$ cat config.mk
export PLATFORM = sky130hd
export DESIGN_NAME = fetch_prefetch_queue
export DESIGN_NICKNAME = d
export VERILOG_FILES = /design/src/rtl/fetch_prefetch_queue.sv
export SDC_FILE = /design/constraint.sdc
export NUM_CORES = 1
export LEC_CHECK = 0
export CAP_MARGIN = 20
export CELL_PAD_IN_SITES_DETAIL_PLACEMENT = 1
export CELL_PAD_IN_SITES_GLOBAL_PLACEMENT = 1
export CORE_ASPECT_RATIO = 2
export CORE_MARGIN = 2
export CORE_UTILIZATION = 47
export CTS_CLUSTER_DIAMETER = 60
export DETAILED_ROUTE_END_ITERATION = 8
export PLACE_DENSITY_LB_ADDON = 0.1
export SKIP_CTS_REPAIR_TIMING = 1
export SLEW_MARGIN = 10
export SYNTH_ARGS = -nofsm -noshare
export SYNTH_HDL_FRONTEND = slang
export SYNTH_SLANG_ARGS = --single-unit
$ cat constraint.sdc
create_clock -name clk -period 2.32 [get_ports clk]
set_clock_uncertainty 0.05 [all_clocks]
set_input_delay 0.348 -clock clk [delete_from_list [all_inputs] [get_ports clk]]
set_output_delay 0.348 -clock clk [all_outputs]
set_load 0.01 [all_outputs]
$ cat src/rtl/fetch_prefetch_queue.sv
// Instruction fetch stage: owns the fetch PC, issues sequential reads to a
// 1-cycle-latency instruction memory and buffers {pc, instr} pairs for decode.
module fetch_prefetch_queue #(
    parameter int unsigned     XLEN     = 32,
    parameter int unsigned     DEPTH    = 4,
    parameter logic [XLEN-1:0] RESET_PC = '0,
    parameter int unsigned     PC_STEP  = 4
) (
    input  logic                   clk,
    input  logic                   reset,
    output logic                   imem_rd_en,
    output logic [XLEN-1:0]        imem_addr,
    input  logic [XLEN-1:0]        imem_rdata,
    input  logic                   redirect,
    input  logic [XLEN-1:0]        redirect_pc,
    output logic                   out_valid,
    input  logic                   out_ready,
    output logic [XLEN-1:0]        out_instr,
    output logic [XLEN-1:0]        out_pc,
    output logic [$clog2(DEPTH):0] q_count
);

    localparam int unsigned     PW      = $clog2(DEPTH);
    localparam int unsigned     CW      = PW + 1;
    localparam logic [XLEN-1:0] PC_MASK = ~XLEN'(PC_STEP - 1);

    typedef struct packed {
        logic [XLEN-1:0] pc;
        logic [XLEN-1:0] instr;
    } entry_t;

    entry_t          queue_mem [DEPTH];
    logic [PW-1:0]   rd_ptr;
    logic [PW-1:0]   wr_ptr;
    logic [CW-1:0]   count;
    logic            inflight;
    logic            kill;
    logic [XLEN-1:0] inflight_pc;
    logic [XLEN-1:0] fetch_pc;

    logic            issue;
    logic            push;
    logic            pop;

    // Credit check counts the in-flight response so it always finds a free slot.
    always_comb begin
        issue = reset && !redirect && ((count + CW'(inflight)) < CW'(DEPTH));
        push  = inflight && !kill && !redirect;
        pop   = (count != '0) && out_ready && !redirect;
    end

    assign imem_rd_en = issue;
    assign imem_addr  = fetch_pc;
    assign out_valid  = (count != '0);
    assign out_instr  = queue_mem[rd_ptr].instr;
    assign out_pc     = queue_mem[rd_ptr].pc;
    assign q_count    = count;

    always_ff @(posedge clk or negedge reset) begin
        if (!reset) begin
            rd_ptr      <= '0;
            wr_ptr      <= '0;
            count       <= '0;
            inflight    <= 1'b0;
            inflight_pc <= '0;
            kill        <= 1'b0;
            fetch_pc    <= RESET_PC;
            for (int i = 0; i < int'(DEPTH); i++) begin
                queue_mem[i] <= '0;
            end
        end else if (redirect) begin
            // Flush everything; the response landing next cycle belongs to the old path.
            rd_ptr   <= '0;
            wr_ptr   <= '0;
            count    <= '0;
            inflight <= 1'b0;
            kill     <= inflight;
            fetch_pc <= redirect_pc & PC_MASK;
        end else begin
            kill     <= 1'b0;
            inflight <= issue;
            if (issue) begin
                inflight_pc <= fetch_pc;
                fetch_pc    <= fetch_pc + XLEN'(PC_STEP);
            end
            if (push) begin
                queue_mem[wr_ptr] <= '{pc: inflight_pc, instr: imem_rdata};
                wr_ptr            <= wr_ptr + PW'(1);
            end
            if (pop) begin
                rd_ptr <= rd_ptr + PW'(1);
            end
            case ({push, pop})
                2'b10:   count <= count + CW'(1);
                2'b01:   count <= count - CW'(1);
                default: count <= count;
            endcase
        end
    end

`ifndef SYNTHESIS
    // A push into a full queue without a matching pop means the credit logic is broken.
    no_overflow: assert property (@(posedge clk) disable iff (!reset)
        !(push && !pop && (count == CW'(DEPTH))));
`endif

endmodule

==> results of run 1 <==
==> flip-flops by register name (all words and copies together) (netlist names) <==
register,flops
rd_ptr,2
inflight_pc,30
wr_ptr,2
q_count,3
inflight,1
queue_mem,248
imem_addr,30
kill,1
==> layout make-up <==
class                           count  area share, %
Timing Repair Buffer              222          12.44
Multi-Input combinational cell    603          33.72
Clock buffer                       44          5.130
Inverter                            7         0.1507
Sequential cell                   317          45.52
Tap cell                          368          2.640
Clock inverter                      9         0.4018
==> power by group through the flow <==
stage / sequential (mW) / combinational (mW) / clock, mW
after floorplan: 7.81 / 3.71 / 0
after global placement: 8.01 / 6.37 / 0
after detailed placement: 8.17 / 6.53 / 0
after CTS: 8.09 / 6.57 / 5.00
after global routing: 8.30 / 6.96 / 5.21
final: 8.08 / 6.44 / 4.86
==> synth_stat cells, types with 2 or more instances <==
cell type and instances:
sky130_fd_sc_hd__nor3_1 2, sky130_fd_sc_hd__nor2_1 12, sky130_fd_sc_hd__dfrtp_1 317, sky130_fd_sc_hd__nand2_1 125
sky130_fd_sc_hd__nand4_1 9, sky130_fd_sc_hd__nor4_2 8, sky130_fd_sc_hd__buf_2 16, sky130_fd_sc_hd__buf_1 2
sky130_fd_sc_hd__inv_1 6, sky130_fd_sc_hd__o21ai_1 16, sky130_fd_sc_hd__nand3_1 14, sky130_fd_sc_hd__and2_1 7
sky130_fd_sc_hd__buf_4 26, sky130_fd_sc_hd__nor4_1 4, sky130_fd_sc_hd__clkbuf_1 22, sky130_fd_sc_hd__nor2b_1 2
sky130_fd_sc_hd__mux2_1 3, sky130_fd_sc_hd__ha_1 5, sky130_fd_sc_hd__mux2_2 246, sky130_fd_sc_hd__nand2b_1 2
sky130_fd_sc_hd__mux4_2 62, sky130_fd_sc_hd__and3_1 9, sky130_fd_sc_hd__xor2_1 10, sky130_fd_sc_hd__xnor2_1 22
sky130_fd_sc_hd__nand3b_1 2, sky130_fd_sc_hd__o21ai_0 14, sky130_fd_sc_hd__and4_1 5, sky130_fd_sc_hd__a21oi_1 3
==> critical path, stage by stage, from the launching register on <==
cell and delay, ns:
sky130_fd_sc_hd__dfrtp_4 0.51, sky130_fd_sc_hd__buf_12 0.15, sky130_fd_sc_hd__buf_16 0.14, sky130_fd_sc_hd__buf_12 0.13
sky130_fd_sc_hd__buf_6 0.11, sky130_fd_sc_hd__mux4_2 0.43, sky130_fd_sc_hd__buf_6 0.14
==> metrics by stage <==
stage,instances,hold slack (ns),utilization [%]
after floorplan,994,0.002409,-
after global placement,1491,0.1623,54.54
after detailed placement,1491,0.1640,54.54
after CTS,1544,-0.4415,57.77
after global routing,1570,0.06850,58.22
final,1570,0.05612,58.22
==> worst max-delay path by stage <==
stage | depth (start not counted) | from | slack, ns | endpoint
after floorplan | 8 | redirect | 0.20 | q_count[2]
after global placement | 3 | rd_ptr[0] | 0.1 | out_pc[30]
after detailed placement | 8 | out_ready | 0.05 | q_count[2]
after CTS | 3 | rd_ptr[0] | -0.55 | out_pc[30]
after global routing | 6 | rd_ptr[0] | -0.30 | out_instr[25]
final | 6 | rd_ptr[0] | -0.24 | out_instr[25]
==> routing by layer <==
layer / GRT usage (%) / vias up / share of wire, % / routed length, µm
met3: 2.851 / 39 / 3.4 / 1139
met1: 27.72 / 4666 / 42 / 14320
met2: 37.80 / 158 / 53 / 17830
met4: 5.338 / 0 / 1.8 / 617
li1: - / 3903 / - / -
met5: 0 / - / 0 / 0
==> cell families (layout without fill, tap and decap cells) <==
kind of cell,count (synthesis),in the layout
DFF,317,317
other,1,4
and+or+nand+nor,210,210
AOI/OAI and AO/OA,38,38
muxes,313,313
adders and majority gates,6,6
buffers and inverters,74,282
xor gates and xnor gates,32,32
==> results.md, run 1 <==
* Part of the Yosys area used for sequential elements at 55.91%
* Area of all placed cells without fillers at 17440 µm²
* Total Power Consumption at 19.38 mW
* Post-route antenna net violation count at 0
* Xor/xnor share of the synthesized area at 1.975%
* Synth Area in Compound Gates at 1.464%
* Ratio of cells with drive above 1 in the final layout at 41.26%
* Reg area at 7938 µm²
* Clk buf depth at 3
* Crit path arrival time at 2.17 ns
* Clock buffers created by TritonCTS at 30
* Total wire length after detailed routing at 33.90 mm
* Synthesis-stage register bit count at 317
* Detailed-route via count at 8766
* Insertion delay to the later sink of the worst-skew pair at 0.56 ns
* Clk pwr share at 25.1%
* Violated checks: negative setup slack
* Num rows at 90
* Setup slack on the worst flop-to-flop path at 0.22 ns
* Final hold violation count at 0
* CP Capture Type: output port
* Combinational fraction of design power at 33.2%
* Adder and majority gate portion of the synthesized area at 0.5820%
* WHS Endpoint: q_count[1]
* Final period util at 110.5%
* Placed wire-length estimate after detailed placement at 21.31 mm
* Overall global routing resource usage at 21.36%
* Worst hold path stage count at 2
* Detailed Routing Iterations Pass 1 at 4
* H-tree levels at 1
* Area of the die at 31680 µm²
* Most common cell after layout, fill and taps aside: sky130_fd_sc_hd__dfrtp_1
* Peak VDD IR at 671.2 µV
* P_int at 13.58 mW
* Die Ht at 249.7 µm
* Number of filler instances in the final layout at 2924
* Outcome: complete, but fails checks
* Post-Place Setup Slack at 0.04978 ns
* Slew of the pin with the lowest slew margin at 0.7033 ns
* Final RePlAce weighted congestion at 0.7628
* Post-synthesis cell count at 991
* Layout net count at 1255
* Worst-case setup margin in the final layout at -0.2431 ns
* Clock transition at the registers of the reported paths at 0.07 ns
* Global-route wire length before repair at 53.91 mm
* Data required, critical path at 1.92 ns
* Worst-path maximum fanout at 8
* Ports placed on the boundary at 169
* Worst min-delay path startpoint: redirect
* PD cells at 1111 nW/µm²
* Final period demand of the worst path at 2.563 ns
* Placeable core region at 29950 µm²
* Critical Setup Path Class: reg -> out
* Clk Tree Root Cell: sky130_fd_sc_hd__clkbuf_16
* Syn Std Cell Area at 14190 µm²
* Simple-gate share of the synthesized area at 7.372%
* Post-synth top area cell: sky130_fd_sc_hd__dfrtp_1
* Initial detailed-routing violation count at 338
* LEAKAGE at 8.000 nW
* Setup repair after global routing missed its margin: yes
* Path depth of the worst reg2reg path at 9
* Antenna diode count at 0
* Share of flip-flops with an asynchronous set or reset at 100.0%
* Aggregate negative setup slack at -5.606 ns
* Nature of the critical path startpoint: flip-flop
* Timing-limited maximum frequency at 0.3902 GHz
* Number of antenna violations at the first check in global routing at 0
* Die outline width at 126.9 µm
* Switch share at 29.92%
* Critical R2R Capture: imem_addr[15]
* Number of synthesized flops with an enable pin at 0
* Average detailed-routed wire length per instance at 21.59 µm
* TritonCTS clock tree: yes
* Post-synth top area share at 55.91%
* Layout overhead on the synthesized area at 22.90%
* CTS sink cnt at 317
* Total global routing overflow at 0
* DRC at 0
* Yosys warning count at 0
* Placement Cell Area at 16340 µm²
* Maximum number of pins on one net before global-route repair at 101
* Post-synthesis cell type count at 48
* Most used flip-flop cell after synthesis: sky130_fd_sc_hd__dfrtp_1
* Share of synthesized area spent on multiplexers at 29.83%
* Total count of max-transition violations in the final report at 0
* Maximum Capacitance Violations at 0
* Final setup viols at 58
* P_sw at 5.798 mW
* Sequential share of power at 41.7%
* Total area of multi-input combinational cells at 5879 µm²
* R2R Path Start: q_count[0]
* Cell types with the largest area share after synthesis: sky130_fd_sc_hd__dfrtp_1 (56%), sky130_fd_sc_hd__mux2_2 (20%), sky130_fd_sc_hd__mux4_2 (9.8%), sky130_fd_sc_hd__nand2_1 (3.3%), sky130_fd_sc_hd__buf_4 (1.4%)
* Commonest non-fill, non-tap cells in the layout: sky130_fd_sc_hd__dfrtp_1 (315), sky130_fd_sc_hd__mux2_2 (246), sky130_fd_sc_hd__nand2_1 (125)
* Starting utilization of the core area at 47.37%
* Worst slew margin relative to its limit at 53.11%
* Min-Delay Path Class: in -> reg
* Vias in the first global route at 9797
* Main combinational cell family by area after synthesis: multiplexers
* Count of buffers inserted at the top-level ports at 162
* Number of vias per cell after detailed routing at 5.583
* Average cell area after synthesis at 14.32 µm²
Note: power is estimated with default switching activity, not from simulation.
==> run 2, diff against run 1 <==
Settings changed: CORE_UTILIZATION 47 to 41, SKIP_CTS_REPAIR_TIMING 1 to not set.
==> run 2 against run 1 <==
Net effect: the flow still finishes with violations (negative setup slack); final area rose by 2.4%; sequential power hardly changed; fmax increased by 3.5%; combinational power up 6.5%; critical path type unchanged; count of clock-buffer cells in the layout rose by 1; global-route usage is 1.3 points lower.
==> results.md, run 2 (same netlist as run 1, synthesis figures left out) <==
* Most common cell type on the critical path: sky130_fd_sc_hd__buf_6
* Final period util at 106.8%
* Final setup viols at 57
* Antenna diode count at 0
* Path depth of the worst reg2reg path at 8
* Starting utilization of the core area at 41.45%
* Final RePlAce weighted congestion at 0.7637
* CP Capture Type: output port
* PD cells at 1132 nW/µm²
* Register containing the most flip-flops in the final layout: queue_mem
* Detailed Routing Iterations Pass 1 at 4
* Cell family with most CP delay: buffers and inverters
* Worst-path maximum fanout at 5
* Clk buf depth at 3
* Initial detailed-routing violation count at 235
* Area of all placed cells without fillers at 17850 µm²
* Top routing layer in use: met4
* Placement Cell Area at 16550 µm²
* Insertion delay to the later sink of the worst-skew pair at 0.57 ns
* Timing-limited maximum frequency at 0.4037 GHz
* TritonCTS clock tree: yes
* Layout overhead on the synthesized area at 25.84%
* Aggregate negative setup slack at -3.226 ns
* Nature of the critical path startpoint: flip-flop
* Count of buffers inserted at the top-level ports at 162
* Detailed-route wire length on metal 1 at 13.77 mm
* Vias in the first global route at 10020
* Final hold violation count at 0
* Most common cell after layout, fill and taps aside: sky130_fd_sc_hd__dfrtp_1
* Worst hold path stage count at 3
* Number of antenna violations at the first check in global routing at 0
* Num rows at 96
* Slew of the pin with the lowest slew margin at 0.9996 ns
* Buffers and inverters on the worst path at 4
* Outcome: complete, but fails checks
* Placed wire-length estimate after detailed placement at 23.39 mm
* Setup slack on the worst flop-to-flop path at 0.25 ns
* Placeable core region at 34230 µm²
* Clock transition at the registers of the reported paths at 0.06 ns
* R2R Path Start: q_count[2]
* Area of the die at 36200 µm²
* Overall global routing resource usage at 20.09%
* Cell count after placement at 1573
* Min-Delay Path Class: in -> reg
* Die outline width at 135.5 µm
* Clk Tree Root Cell: sky130_fd_sc_hd__clkbuf_16
* CTS sink cnt at 317
* Layout net count at 1266
* Worst-case setup margin in the final layout at -0.1570 ns
* Slowest stage delay, CP at 0.51 ns
* Ports placed on the boundary at 169
* Setup repair after global routing missed its margin: yes
* Maximum Capacitance Violations at 0
* Final period demand of the worst path at 2.477 ns
* Global-route wire length before repair at 56.39 mm
* Data required, critical path at 1.92 ns
* H-tree levels at 1
* Worst min-delay path startpoint: redirect
* Met2 wire length at 19.43 mm
* Maximum number of pins on one net before global-route repair at 172
* LEAKAGE at 8.055 nW
* Detailed-route via count at 8753
* Flip-flop count of the largest register after layout at 248
* Average detailed-routed wire length per instance at 21.19 µm
* Violated checks: negative setup slack
* Hold_ws at 0.1699 ns
* Critical Setup Path Class: reg -> out
* Total wire length after detailed routing at 35.09 mm
* Worst slew margin relative to its limit at 33.36%
* Post-route antenna net violation count at 0
* Peak VDD IR at 649.5 µV
* Final Instance Count excl. Fillers at 1656
* Commonest non-fill, non-tap cells in the layout: sky130_fd_sc_hd__dfrtp_1 (312), sky130_fd_sc_hd__mux2_2 (246), sky130_fd_sc_hd__nand2_1 (125)
* Number of vias per cell after detailed routing at 5.286
* Met3 wire length at 1.071 mm
* DRC at 0
* Core Util, Final at 52.16%
* Total global routing overflow at 0
* Post-Place Setup Slack at 0.02702 ns
* Ratio of cells with drive above 1 in the final layout at 42.80%
* Total count of max-transition violations in the final report at 0
* Die Ht at 267.1 µm
* Total Power Consumption at 20.22 mW
* Master of the slowest instance on the critical path: sky130_fd_sc_hd__dfrtp_4
* Crit path arrival time at 2.08 ns
* Clock buffers created by TritonCTS at 31
* Critical R2R Capture: q_count[2]
* Cells along the critical path: buf_12 -> buf_8 -> buf_6 -> mux4_2 -> buf_6
* WHS Endpoint: q_count[2]
-- run 2: cell count changes in the layout (fill, tap and decap cells not counted), moves of 4 or more --
cell and change:
sky130_fd_sc_hd__buf_12 +4, sky130_fd_sc_hd__buf_2 +16, sky130_fd_sc_hd__buf_4 +10, sky130_fd_sc_hd__buf_6 +38, sky130_fd_sc_hd__clkbuf_16 -4, sky130_fd_sc_hd__clkbuf_2 -47
sky130_fd_sc_hd__dlymetal6s2s_1 -8
-- run 2: per-layer routing --
layer,vias to the layer above,global-route usage [%]
met4,0,5.602
met3,40,2.366
met2,144,37.54
met5,-,0
li1,3937,-
met1,4632,24.06
-- run 2: tightest hold or removal path, cell delays in order --
cell and delay [ns]:
sky130_fd_sc_hd__buf_2 0.15, sky130_fd_sc_hd__buf_4 0.19, sky130_fd_sc_hd__nor2_1 0.06
-- run 2: worst max-delay path by stage --
stage	from	endpoint	slack, ns	cells past startpoint
2_1_floorplan	redirect	q_count[2]	0.20	8
3_3_place_gp	rd_ptr[0]	out_pc[30]	0.04	3
3_5_place_dp	rd_ptr[0]	out_pc[30]	0.03	3
4_1_cts	rd_ptr[0]	out_pc[30]	-0.21	5
5_1_grt	rd_ptr[0]	out_pc[3]	-0.20	5
6_report	rd_ptr[0]	out_pc[3]	-0.16	5
-- run 2: repair_timing --
action | CTS | global route
gates cloned | 2 | 0
gates resized for setup | 299 | 25
hold buffers | 1 | 0
setup buffers | 22 | 9
endpoints found under the hold margin | 75 | 0
setup endpoints to repair | 64 | 64
-- run 2: layout make-up --
cell class              instances  area [µm²]
fillers                      3439       16380
well taps                     441       551.8
clock buffers                  45       908.4
clock inverters                11       157.7
inverters                       7       26.28
multi-input cells             603        5892
flip-flops and latches        317        7944
repair buffers                232        2375
-- run 2: power by group --
part	leakage (nW)	internal, mW	switching [mW]	total (mW)
Clock	0.527	3.14	2.13	5.28
Combinational	3.38	4.14	2.72	6.86
Sequential	4.15	7.05	1.03	8.08
